--- src/rtl/vdg_vram_arbiter.sv ---
// -----------------------------------------------------------------------------
// vdg_vram_arbiter
//
// Shares one 8-bit video RAM between the host CPU and the MC6847X display
// fetch. A `preload` pulse from FrameTiming starts a strict-priority burst that
// streams one display row (BYTES_PER_ROW bytes) out on vd/vd_valid/da. CPU
// read/write requests are served in the idle gaps between bursts.
//
// RAM timing model: ram_addr/ram_we/ram_wdata are registered. The RAM returns
// ram_rdata for the presented address in time to be captured on the next
// clock edge, so a byte is captured one edge after its address is issued.
//
// Ports
//   clk, rst              clock, synchronous active-high reset
//   fsn                   field sync (active low); a falling edge reloads the
//                         row base and aborts a running burst
//   preload, rowclear     one-cycle pulses from FrameTiming
//   graphics              1 = advance row every burst, 0 = alpha mode
//   cpu_req/we/addr/wdata CPU request, held until cpu_ack
//   cpu_ack, cpu_rdata    one-cycle completion pulse and read data
//   ram_addr/we/wdata     RAM command, ram_rdata RAM read data
//   vd, vd_valid, da      display byte, strobe, and its RAM address
//   overrun               sticky: preload arrived while a burst was running
//
// Optional feature macro: VDG_ARB_CPU_SLOT_EN
//   When defined, a waiting CPU request is slotted into the burst after every
//   8th display address (CPU_ISSUE/CPU_DONE, then FETCH resumes).
//   When undefined, the CPU waits for the whole burst.
// -----------------------------------------------------------------------------
module vdg_vram_arbiter #(
    parameter int ADDR_W        = 13,
    parameter int BYTES_PER_ROW = 32,
    parameter int VRAM_BASE     = 0
) (
    input  logic              clk,
    input  logic              rst,
    input  logic              fsn,
    input  logic              preload,
    input  logic              rowclear,
    input  logic              graphics,
    input  logic              cpu_req,
    input  logic              cpu_we,
    input  logic [ADDR_W-1:0] cpu_addr,
    input  logic [7:0]        cpu_wdata,
    output logic              cpu_ack,
    output logic [7:0]        cpu_rdata,
    output logic [ADDR_W-1:0] ram_addr,
    output logic              ram_we,
    output logic [7:0]        ram_wdata,
    input  logic [7:0]        ram_rdata,
    output logic [7:0]        vd,
    output logic              vd_valid,
    output logic [ADDR_W-1:0] da,
    output logic              overrun
);

    localparam int CNT_W = $clog2(BYTES_PER_ROW + 1);
    localparam logic [CNT_W-1:0]  LAST_CNT = CNT_W'(BYTES_PER_ROW - 1);
    localparam logic [ADDR_W-1:0] BASE_ADDR = ADDR_W'(VRAM_BASE);
    localparam logic [ADDR_W-1:0] ROW_STEP  = ADDR_W'(BYTES_PER_ROW);

    typedef enum logic [2:0] {
        S_IDLE,
        S_FETCH,
        S_DRAIN,
        S_CPU_ISSUE,
        S_CPU_DONE
    } state_t;

    state_t            r_state;
    state_t            w_state_next;

    logic [CNT_W-1:0]  r_fetch_cnt;
    logic [ADDR_W-1:0] r_row_base;
    logic              r_fsn_d;
    logic              r_fetch_d;       // a display address was issued last edge
    logic              r_preload_pend;  // preload seen during a CPU access
    logic              r_rowclear_pend; // rowclear seen since the last advance
    logic              r_slot_ret;      // CPU slot taken mid-burst, resume FETCH

    logic [ADDR_W-1:0] r_ram_addr;
    logic              r_ram_we;
    logic [7:0]        r_ram_wdata;
    logic              r_cpu_ack;
    logic [7:0]        r_cpu_rdata;
    logic [7:0]        r_vd;
    logic              r_vd_valid;
    logic [ADDR_W-1:0] r_da;
    logic              r_overrun;

    logic w_fsn_fall;
    logic w_preload_go;
    logic w_abort;
    logic w_start_burst;
    logic w_issue_disp;
    logic w_issue_cpu;
    logic w_cpu_done;
    logic w_advance;
    logic w_slot_take;
    logic w_in_burst;
    logic w_in_cpu;

    assign w_fsn_fall   = r_fsn_d & ~fsn;
    assign w_preload_go = preload | r_preload_pend;
    assign w_in_cpu     = (r_state == S_CPU_ISSUE) || (r_state == S_CPU_DONE);
    // A CPU slot inside a burst still counts as "burst running" for overrun.
    assign w_in_burst   = (r_state == S_FETCH) || (r_state == S_DRAIN) || r_slot_ret;
    assign w_abort      = w_fsn_fall && ((r_state == S_FETCH) || (r_state == S_DRAIN));

    // -------------------------------------------------------------------------
    // State register
    // -------------------------------------------------------------------------
    always_ff @(posedge clk) begin
        if (rst) begin
            r_state <= S_IDLE;
        end else begin
            r_state <= w_state_next;
        end
    end

    // -------------------------------------------------------------------------
    // Next state and per-cycle control strobes
    // -------------------------------------------------------------------------
    always_comb begin
        w_state_next  = r_state;
        w_start_burst = 1'b0;
        w_issue_disp  = 1'b0;
        w_issue_cpu   = 1'b0;
        w_cpu_done    = 1'b0;
        w_advance     = 1'b0;
        w_slot_take   = 1'b0;

        case (r_state)
            S_IDLE: begin
                if (w_preload_go) begin
                    w_state_next  = S_FETCH;
                    w_start_burst = 1'b1;
                end else if (cpu_req) begin
                    w_state_next = S_CPU_ISSUE;
                end
            end
            S_FETCH: begin
                w_issue_disp = 1'b1;
                if (r_fetch_cnt == LAST_CNT) begin
                    w_state_next = S_DRAIN;
                end
`ifdef VDG_ARB_CPU_SLOT_EN
                else if (((r_fetch_cnt & CNT_W'(7)) == CNT_W'(7)) && cpu_req) begin
                    w_state_next = S_CPU_ISSUE;
                    w_slot_take  = 1'b1;
                end
`endif
            end
            S_DRAIN: begin
                w_advance    = 1'b1;
                w_state_next = S_IDLE;
            end
            S_CPU_ISSUE: begin
                w_issue_cpu  = 1'b1;
                w_state_next = S_CPU_DONE;
            end
            S_CPU_DONE: begin
                w_cpu_done = 1'b1;
                if (r_slot_ret && !w_fsn_fall) begin
                    w_state_next = S_FETCH;
                end else if (w_preload_go && !r_slot_ret) begin
                    // Latched preload starts the burst with no IDLE gap.
                    w_state_next  = S_FETCH;
                    w_start_burst = 1'b1;
                end else begin
                    w_state_next = S_IDLE;
                end
            end
            default: w_state_next = S_IDLE;
        endcase

        // Field sync kills a burst outright; CPU accesses are left to finish.
        if (w_abort) begin
            w_state_next = S_IDLE;
            w_issue_disp = 1'b0;
            w_advance    = 1'b0;
            w_slot_take  = 1'b0;
        end
    end

    // -------------------------------------------------------------------------
    // Datapath and registered outputs
    // -------------------------------------------------------------------------
    always_ff @(posedge clk) begin
        if (rst) begin
            r_fetch_cnt     <= '0;
            r_row_base      <= BASE_ADDR;
            r_fsn_d         <= 1'b0;
            r_fetch_d       <= 1'b0;
            r_preload_pend  <= 1'b0;
            r_rowclear_pend <= 1'b0;
            r_slot_ret      <= 1'b0;
            r_ram_addr      <= '0;
            r_ram_we        <= 1'b0;
            r_ram_wdata     <= '0;
            r_cpu_ack       <= 1'b0;
            r_cpu_rdata     <= '0;
            r_vd            <= '0;
            r_vd_valid      <= 1'b0;
            r_da            <= '0;
            r_overrun       <= 1'b0;
        end else begin
            r_fsn_d    <= fsn;
            r_ram_we   <= 1'b0;
            r_fetch_d  <= 1'b0;
            r_cpu_ack  <= 1'b0;
            r_vd_valid <= 1'b0;

            if (w_start_burst) begin
                r_fetch_cnt <= '0;
            end

            if (w_issue_disp) begin
                r_ram_addr  <= r_row_base + ADDR_W'(r_fetch_cnt);
                r_fetch_cnt <= r_fetch_cnt + CNT_W'(1);
                r_fetch_d   <= 1'b1;
            end

            if (w_issue_cpu) begin
                r_ram_addr <= cpu_addr;
                r_ram_we   <= cpu_we;
                if (cpu_we) begin
                    r_ram_wdata <= cpu_wdata;
                end
            end

            // ram_we is still high during CPU_DONE for a write access.
            if (w_cpu_done) begin
                r_cpu_ack <= 1'b1;
                if (!r_ram_we) begin
                    r_cpu_rdata <= ram_rdata;
                end
            end

            // Capture the byte for the address issued on the previous edge.
            if (r_fetch_d && !w_fsn_fall) begin
                r_vd       <= ram_rdata;
                r_da       <= r_ram_addr;
                r_vd_valid <= 1'b1;
            end

            // Row advance; rowclear is remembered until an alpha advance uses it.
            if (w_advance && graphics) begin
                r_row_base      <= r_row_base + ROW_STEP;
                r_rowclear_pend <= r_rowclear_pend | rowclear;
            end else if (w_advance && (r_rowclear_pend || rowclear)) begin
                r_row_base      <= r_row_base + ROW_STEP;
                r_rowclear_pend <= 1'b0;
            end else if (rowclear) begin
                r_rowclear_pend <= 1'b1;
            end

            if (w_fsn_fall) begin
                r_row_base <= BASE_ADDR;
            end

            if (w_start_burst) begin
                r_preload_pend <= 1'b0;
            end else if (preload && w_in_cpu && !r_slot_ret) begin
                r_preload_pend <= 1'b1;
            end

            if (w_slot_take) begin
                r_slot_ret <= 1'b1;
            end else if (w_cpu_done || w_fsn_fall) begin
                r_slot_ret <= 1'b0;
            end

            if (preload && w_in_burst) begin
                r_overrun <= 1'b1;
            end
        end
    end

    assign cpu_ack   = r_cpu_ack;
    assign cpu_rdata = r_cpu_rdata;
    assign ram_addr  = r_ram_addr;
    assign ram_we    = r_ram_we;
    assign ram_wdata = r_ram_wdata;
    assign vd        = r_vd;
    assign vd_valid  = r_vd_valid;
    assign da        = r_da;
    assign overrun   = r_overrun;

endmodule

--- config.mk ---
export PLATFORM = sky130hd
export DESIGN_NAME = vdg_vram_arbiter
export DESIGN_NICKNAME = d
export VERILOG_FILES = /design/src/rtl/vdg_vram_arbiter.sv
export SDC_FILE = /design/constraint.sdc
export NUM_CORES = 1
export LEC_CHECK = 0
export ABC_AREA = 1
export ABC_CLOCK_PERIOD_IN_PS = 2260
export CELL_PAD_IN_SITES_DETAIL_PLACEMENT = 1
export CELL_PAD_IN_SITES_GLOBAL_PLACEMENT = 1
export CORE_ASPECT_RATIO = 1.4
export CORE_UTILIZATION = 36
export DETAILED_ROUTE_END_ITERATION = 16
export PLACE_DENSITY = 0.9
export SLEW_MARGIN = 40
export SYNTH_ARGS = -nofsm -noshare
export SYNTH_HDL_FRONTEND = slang
export SYNTH_SLANG_ARGS = --single-unit
--- constraint.sdc ---
create_clock -name clk -period 2.26 [get_ports clk]
set_clock_uncertainty 0.2 [all_clocks]
set_input_delay 0.226 -clock clk [delete_from_list [all_inputs] [get_ports clk]]
set_output_delay 0.226 -clock clk [all_outputs]
set_load 0.02 [all_outputs]
Yosys cells after proc, flatten, opt, wreduce, memory -nomap -nowiden:

Index checks and enable logic that the tools add are counted.
W data, S select, Z words.

* register bits after elaboration: 80
* input bits: 37
* output and inout bits: 54
* word-level logic and storage cells: 80

* $add $sub $neg: 3
* eq/ne operators: 7
* muxes and demuxes: 25
* bitwise gates (word level): 6
* reductions and logical operators: 23

Operators with widths (number)
* $mux W13: 4
* $mux W1: 15
* $add A13 B6 Y13: 1
* $add A13 B6 Y13 const B: 1
* $mux W6: 2
* $pmux W3 S4: 1
* $reduce_or A2 Y1: 5
* $mux W3: 3
* $add A6 B1 Y6 const B: 1
* $eq A3 B2 Y1 const B: 2
* $eq A6 B5 Y1 const B: 1
* $logic_and A1 B1 Y1: 6
* $reduce_and A2 Y1: 3
* $reduce_bool A2 Y1: 3
* $eq A3 B1 Y1 const B: 1
* $eq A3 B3 Y1 const B: 1
* $logic_not A3 Y1: 1
* $logic_or A1 B1 Y1: 3
* $ne A3 B3 Y1 const B: 1
* $not A1 Y1: 3
* $reduce_bool A3 Y1: 1
* $ne A2 B1 Y1 const B: 1
* $or A1 B1 Y1: 2
* $and A1 B1 Y1: 1
* $logic_not A1 Y1: 1

Logic depth before layout (Yosys ltp):

Gate-level depths: netlist (run 1).

* depth in word-level cells: 7
* depth in mapped cells: 10
* gate-level depth less buffers: 9

Worst setup path after synthesis (run 1):

Ideal clock, no wire load.

* path kind: reg-to-reg
* from: register r_state[1]
* to: register r_ram_addr[7], in the netlist ram_addr[7]
* library setup time: 0.117 ns
* data arrival time: 1.170 ns
* data required time: 1.943 ns
* slack: 0.773 ns
* stages on the path, launching flop included: 8
* buffers on the path: 1
* clock period less this slack: 1.487 ns
* path through: dfxtp_1 > nor2_1 > nand3_2 > nand2_2 > inv_2 > buf_2 > nor3b_2 > nor2_1

* longest elaborated chain between the ends: 5
* elaborated cells on any way between the ends: 10
* those cells by class: eq/ne (3); mux (4); reduce/logical (3)

RTL lines
* from (decl): line 70 `state_t r_state;`
* from (signal assigned): line 117 `r_state <= w_state_next;`
* $eq A3 B1 Y1 or $eq A3 B2 Y1 (tied branches): line 108, 133
* $logic_or A1 B1 Y1: line 108 `assign w_abort = w_fsn_fall && ((r_state == S_FETCH) || (r_state == S_DRAIN));`
* $logic_and A1 B1 Y1: line 108
* $mux W1: line 178 `if (w_abort) begin`
* $reduce_bool A2 Y1 (no source line)
* to (signal assigned): line 219 `r_ram_addr <= r_row_base + ADDR_W'(r_fetch_cnt);`
* to (signal assigned): line 225 `r_ram_addr <= cpu_addr;`
* to (decl): line 81 `logic [ADDR_W-1:0] r_ram_addr;`

Several ways; a longest one is shown, not always the timed one.
A chain may end at the register's enable or synchronous reset.

Final worst setup path (run 1):

* from: register r_state[0]
* to: register r_cpu_rdata[0], in the netlist cpu_rdata[0]

* longest elaborated chain between the ends: 3

RTL lines
* $eq A3 B3 Y1: line 133 `case (r_state)`
* $mux W1: line 133
* $reduce_and A2 Y1 (no source line)
* to (signal assigned): line 236 `r_cpu_rdata <= ram_rdata;`
* to (decl): line 85 `logic [7:0] r_cpu_rdata;`

Every way passes these cells.

==> flow_summary.yaml, run 1 <==
worst_setup_path:
  reg2reg_depth: 6
  crit_path_end_kind: "flop"
  cpMaxStageDelayCell: "dfxtp_1"
  cp_cell_sequence: "nor2_1 -> inv_2 -> nor2_4 -> nand2_1 -> nand2_1 -> a21oi_1"
  crit_path_start_kind: "flop"
  r2r_end: "cpu_rdata[0]$_SDFFE_PP0P_"
  max_stage_delay_ns: 0.38
  critPathCapture: "cpu_rdata[0]$_SDFFE_PP0P_"
  cp.required_ns: 2.26
  r2r_slack_ns: 0.47
  worstPathArrival_ns: 1.79
  crit_fanout: 10
  critPathLaunch: "r_state[0]$_SDFFE_PP0P_"
  worst_path_most_repeated_cell: "nand2_1"
  path_class: "reg -> reg"
  r2r-start: "r_state[0]$_SDFFE_PP0P_"
sta:
  drv_slew: 0
  finalCriticalPeriod_ns: 1.79
  max_freq_ghz: 0.558
  min_period_over_period: 0.793
  setup_viol_count_final: 0
  timing.hold.ws_ns: 0.238
  hold_violations: 0
  rsz0062_at_grt: "no"
  worst_pin_slew_ns: 0.392
  setup_tns_ns: 0
  relSlewSlack: 0.738
power_and_ir_drop:
  powerDensity_nw_per_um2: 852
  internal_power_w: 0.00264
  sequentialPowerShare: 0.404
  leakage_nw: 1.70
  swShare: 0.298
  vdd_drop_max_uv: 478
  p_sw_w: 0.00112
  combPwrFrac: 0.215
  pwr-share-clk: 0.381
synthesis:
  syn_avg_cell_area_um2: 7.17
  synthesis.instances: 437
  synth_top_area_frac: 0.479
  ys_seq_elements: 75
  yosysUniqueCellTypes: 25
  ys_seq_area_frac: 0.479
  syn-num-nets: 478
  synth_top_cell_by_area: "dfxtp_1"
  syn_area_um2: 3130
  synthTopCellsByArea: "dfxtp_1, nand2_1, nor2_1"
  yosys_warnings: 0
cts:
  clkTransAtPathRegs_ns: 0.06
  worstSkewPairLatency_ns: 0.33
  htreeDepth: 3
  clkSinkCount: 75
  cts_tree: "done"
  cts.path.max_buffers: 2
  cts_hold_buf: 0
  cts-root-buf: "clkbuf_16"
  cts.repair.resized: 0
  cts_setup_buffers: 0
  cts_buffers: 9
grt:
  grt_pass1_wl_um: 16900
  grt_pass1_vias: 3366
  groute.usage.overall: 0.246
  grt_overflow: 0
  antenna_found_initial: 0
  grt_max_degree: 34
min_path:
  hold_path.class: "in -> reg"
detailed_routing:
  via_per_inst: 5.14
  drt-wirelength-per-cell_um: 16.6
  drc: 0
  drt_iter0_drc: 181
  routed_wirelength_um: 10500
  dr_total_vias: 3242
  drtPass1Iterations: 4
  ant_nets: 0
die:
  dieArea_um2: 9090
  placement_rows: 39
  die_h_um: 112
  io_pins: 91
  core_area_um2: 8300
  initial_utilization: 0.378
  die_w_um: 80.8
placed_design:
  placed_cell_area_um2: 4120
  portBuffers: 90
  hpwlAfterDp_um: 7370
  place.gp.congestion: 0.844
layout:
  drive_above_1_share: 0.0624
  fillerInstances: 1031
  nets: 566
  syn_to_final_growth_pct: 40.9
  antenna_cells: 0
  fin_area_um2: 4410
flow_run:
  drv_cap: 0
run_status:
  status: "finished clean"
-- sequential cells by signal (all words and copies together) (netlist names) --
register / count
cpu_ack: 1
cpu_rdata: 8
da: 13
overrun: 1
r_fetch_cnt: 6
r_fetch_d: 1
r_fsn_d: 1
r_preload_pend: 1
r_row_base: 8
r_rowclear_pend: 1
r_state: 3
ram_addr: 13
ram_wdata: 8
ram_we: 1
vd: 8
vd_valid: 1
-- layout make-up --
| type | count | area (um2) | share of cell area |
|---|---|---|---|
| inverter | 28 | 105 | 0.0238 |
| sequential | 75 | 1500 | 0.340 |
| tap | 102 | 128 | 0.0289 |
| clock buffer | 10 | 239 | 0.0541 |
| multi-input combinational | 316 | 1450 | 0.328 |
| clock inverter | 5 | 53.8 | 0.0122 |
| timing repair buffer | 95 | 938 | 0.213 |
-- stage by stage --
stage                util  setup WS, ns  total power [W]  cells
floorplan               -         0.773          0.00199    437
global placement    0.497         0.393          0.00231    616
CTS                 0.532         0.442          0.00378    631
finish              0.532         0.467          0.00376    631
detailed placement  0.497         0.317          0.00235    616
global route        0.532         0.307          0.00392    631
-- power by group through the flow --
stage               clock, W  combinational, W  sequential (W)
global route         0.00151          0.000882         0.00153
floorplan                  0          0.000357         0.00163
detailed placement         0          0.000804         0.00155
CTS                  0.00144          0.000815         0.00152
global placement           0          0.000774         0.00154
finish               0.00143          0.000809         0.00152
-- cells by family after synthesis --
group,share of synthesized area
buffers and inverters,0.0583
adder cells (fa/ha/maj),0.0160
AO/OA/AOI/OAI,0.137
flip-flops,0.479
XOR/XNOR,0.00559
AND/OR/NAND/NOR,0.304
-- per-layer routing --
metal,track usage,routed length [um],part of all wire,vias up
li1,-,-,-,1597
met1,0.277,4260,0.41,1553
met2,0.445,5710,0.55,72
met3,0.0423,264,0.025,20
met4,0.100,230,0.022,0
met5,0,0,0,-
-- Yosys cell counts (all sizes together) --
cell type    n
a31oi        3
dfxtp       75
nand2      105
nor3         4
nor2        77
o31ai        1
clkbuf      12
buf          6
a21oi       41
nand3       40
clkinv       1
inv         27
a211oi       1
ha           4
o211a        2
nor3b        1
or2          1
o21ai       34
xor2         2
-- worst max-delay path: cells and delay by family, from the launching register on --
family	cells	cell delay, ns
AOI/OAI and AO/OA	1	0.08
and+or+nand+nor	4	0.90
DFF	1	0.38
buffers and inverters	1	0.10
-- worst min path at each step --
stage	from	endpoint	slack, ns	cells past startpoint
after floorplan	fsn	r_fsn_d$_SDFF_PP0_	0.15	2
after global placement	ram_wdata[3]$_SDFFE_PP0P_	ram_wdata[3]$_SDFFE_PP0P_	0.25	2
after detailed placement	ram_wdata[7]$_SDFFE_PP0P_	ram_wdata[7]$_SDFFE_PP0P_	0.26	2
after CTS	fsn	r_fsn_d$_SDFF_PP0_	0.24	3
after global routing	fsn	r_fsn_d$_SDFF_PP0_	0.27	3
final	fsn	r_fsn_d$_SDFF_PP0_	0.24	3
-- placed cells by master, fill, tap and decap left out, types with 3 or more instances in the layout --
cell type	Yosys	routed
dfxtp_1	75	75
nand3_1	38	38
o21ai_0	32	32
inv_2	5	5
nor3_1	4	4
nor2_1	75	75
a31oi_1	3	3
buf_4	1	5
inv_1	22	22
ha_1	4	4
clkbuf_16	0	9
clkdlybuf4s50_1	0	90
a21oi_1	41	41
nand2_1	103	103
clkinv_2	0	3
Power figures use the tool's default switching activity.
==> inputs of run 2 (changes only) <==
ABC_CLOCK_PERIOD_IN_PS = 1500   (was 2260)
CORE_UTILIZATION = 30   (was 36)
PLACE_DENSITY = 0.81   (was 0.9)
clock period = 1.5 ns   (was 2.26 ns; I/O delays follow)
==> run 2 against run 1 <==
  * The run now ends with setup timing left
  * Via count is 4.7% higher
  * Hold slack worse by 0.078 ns
  * Setup slack worse by 0.51 ns
  * Clock-buffer cell count is the same
  * Total power rose by 52%
  * Sequential share of layout area down 2.9 points
  * Flip-flop and latch count is the same
  * Register-to-register slack lost 0.51 ns
  * Final cell count is 11% higher
  * Global-route usage decreased by 4.2 points
  * Core utilization shrank 4.3 points
  * Sequential power increased by 51%
  * Largest power group unchanged
  * Highest routed layer unchanged
==> flow_summary.yaml, run 2 (synthesized netlist as in run 1, its figures left out) <==
cts:
  worstSkewPairLatency_ns: 0.35
  clkSinkCount: 75
  cts-root-buf: "clkbuf_16"
  cts_tree: "done"
  cts_buffers: 9
  clkTransAtPathRegs_ns: 0.06
  htreeDepth: 3
  cts.path.max_buffers: 2
power_and_ir_drop:
  p_sw_w: 0.00180
  combPwrFrac: 0.251
  leakage_nw: 2.13
  powerDensity_nw_per_um2: 1170
  pwr-share-clk: 0.347
  internal_power_w: 0.00391
  swShare: 0.315
  sequentialPowerShare: 0.403
  vdd_drop_max_uv: 649
grt:
  grt_overflow: 0
  grt_pass1_vias: 3545
  antenna_found_initial: 0
  grt_pass1_wl_um: 16600
  grt_max_degree: 34
  groute.usage.overall: 0.204
min_path:
  hp-start: "fsn"
  min_path_cells: 3
  hold_path.class: "in -> reg"
  whs_endpoint: "r_fsn_d$_SDFF_PP0_"
die:
  dieArea_um2: 10900
  die_h_um: 123
  die_w_um: 88.4
  initial_utilization: 0.313
  io_pins: 91
  placement_rows: 43
  core_area_um2: 10000
placed_design:
  place.gp.congestion: 0.873
  placed_cell_area_um2: 4440
  dp_cells: 683
  portBuffers: 90
  hpwlAfterDp_um: 7940
sta:
  max_freq_ghz: 0.650
  drv_slew: 0
  rsz0062_at_grt: "yes"
  finalCriticalPeriod_ns: 1.54
  worst_pin_slew_ns: 0.273
  final.setup.worst_slack_ns: -0.0389
  min_period_over_period: 1.03
  setup_viol_count_final: 3
  hold_violations: 0
  relSlewSlack: 0.816
worst_setup_path:
  worstPathArrival_ns: 1.60
  cpMaxStageDelayCell: "dfxtp_4"
  r2r_end: "r_fetch_cnt[3]$_SDFFE_PP0P_"
  crit_fanout: 4
  r2r-start: "r_state[1]$_SDFFE_PP0P_"
  cp_num_buf_inv: 2
  crit_path_end_kind: "flop"
  critPathLaunch: "r_state[1]$_SDFFE_PP0P_"
  max_stage_delay_ns: 0.39
  crit_family: "simple AND/OR/NAND/NOR gates"
  cp_cell_sequence: "nor2_2 -> buf_4 -> nand2_1 -> nand2_1 -> inv_1 -> nand2_1 -> a21oi_1"
  reg2reg_depth: 7
  crit_path_start_kind: "flop"
  r2r_slack_ns: -0.04
  cp.required_ns: 1.56
  path_class: "reg -> reg"
  worst_path_most_repeated_cell: "nand2_1"
layout:
  antenna_cells: 0
  instances_no_fill: 701
  syn_to_final_growth_pct: 56.2
  mostFrequentLayoutCells: "nand2_1, dfxtp_1, nor2_1"
  nets: 603
  fillerInstances: 1272
  drive_above_1_share: 0.201
  regArea_um2: 1520
  final_common_cell: "nand2_1"
  multi_input_area_um2: 1640
  fin_area_um2: 4890
detailed_routing:
  dr_total_vias: 3395
  drtPass1Iterations: 4
  routed_wirelength_um: 11000
  drt-wirelength-per-cell_um: 15.7
  drc: 0
  ant_nets: 0
  drt_iter0_drc: 110
  via_per_inst: 4.84
flow_run:
  drv_cap: 0
run_status:
  status: "finished with violations"
  violations: "setup timing"
==> run 2: cell count changes in the layout (fill, tap and decap cells not counted), sizes merged <==
cell / delta
bufinv: -1
clkinvlp: +2
clkdlybuf4s50: -54
dlygate4sd2: +54
clkinv: -1
buf: +37
==> run 2: layout make-up <==
| type | instances | area share |
|---|---|---|
| well taps | 135 | 0.0345 |
| flip-flops and latches | 75 | 0.311 |
| inverters | 28 | 0.0235 |
| multi-input cells | 316 | 0.334 |
| repair buffers | 132 | 0.241 |
| clock inverters | 5 | 0.00614 |
| clock buffers | 10 | 0.0488 |
==> run 2: worst max path at each step <==
stage / endpoint / slack (ns) / depth (start not counted)
after detailed placement: r_row_base[8]$_SDFFE_PP0P_ / -0.43 / 9
after floorplan: ram_addr[7]$_SDFFE_PP0P_ / 0.01 / 7
final: r_fetch_cnt[3]$_SDFFE_PP0P_ / -0.04 / 7
after CTS: r_fetch_cnt[5]$_SDFFE_PP0P_ / 0.004 / 6
after global placement: r_row_base[8]$_SDFFE_PP0P_ / -0.29 / 9
after global routing: r_fetch_cnt[3]$_SDFFE_PP0P_ / -0.07 / 7
==> run 2: through the flow <==
stage | hold slack, ns | total power [W] | util | setup slack (ns) | TNS [ns]
global placement | 0.249 | 0.00366 | 0.444 | -0.292 | -9.25
CTS | 0.141 | 0.00568 | 0.472 | 0.00430 | 0
finish | 0.160 | 0.00571 | 0.489 | -0.0389 | -0.0426
detailed placement | 0.261 | 0.00372 | 0.444 | -0.434 | -12.32
global route | 0.194 | 0.00597 | 0.489 | -0.0735 | -0.422
floorplan | 0.0751 | 0.00299 | - | 0.0125 | 0
==> run 2: power by group through the flow <==
stage,registers (W),clock network (W),logic [W]
after floorplan,0.00246,0,0.000537
after global placement,0.00230,0,0.00136
after detailed placement,0.00231,0,0.00141
after CTS,0.00228,0.00202,0.00138
after global routing,0.00232,0.00210,0.00155
final,0.00230,0.00198,0.00143
==> run 2: timing repair <==
| item | CTS | global route |
|---|---|---|
| gates resized for setup | 83 | 40 |
| endpoints found under the hold margin | 0 | 0 |
| setup endpoints to repair | 91 | 33 |
| pin swaps | 4 | 10 |
| hold buffers | 0 | 0 |
| buffers inserted | 0 | 3 |
==> run 2: routing by layer <==
metal	vias up	GRT usage	wire length [um]
met1	1629	0.221	4350
met4	0	0.107	309
met2	67	0.371	5950
li1	1675	-	-
met3	24	0.0381	384
met5	-	0	0
==> run 2: worst reg2reg max path, delay by kind of cell (launching register included) <==
family,cells,cell delay [ns]
simple gates,4,0.41
compound gates,1,0.18
flops,1,0.39
buf+inv,2,0.27
==> inputs of run 3 (changes only) <==
CAP_MARGIN = 25   (was not set)
==> results of run 3 <==
Final layout, timing and power as in run 2 (identical DEF).
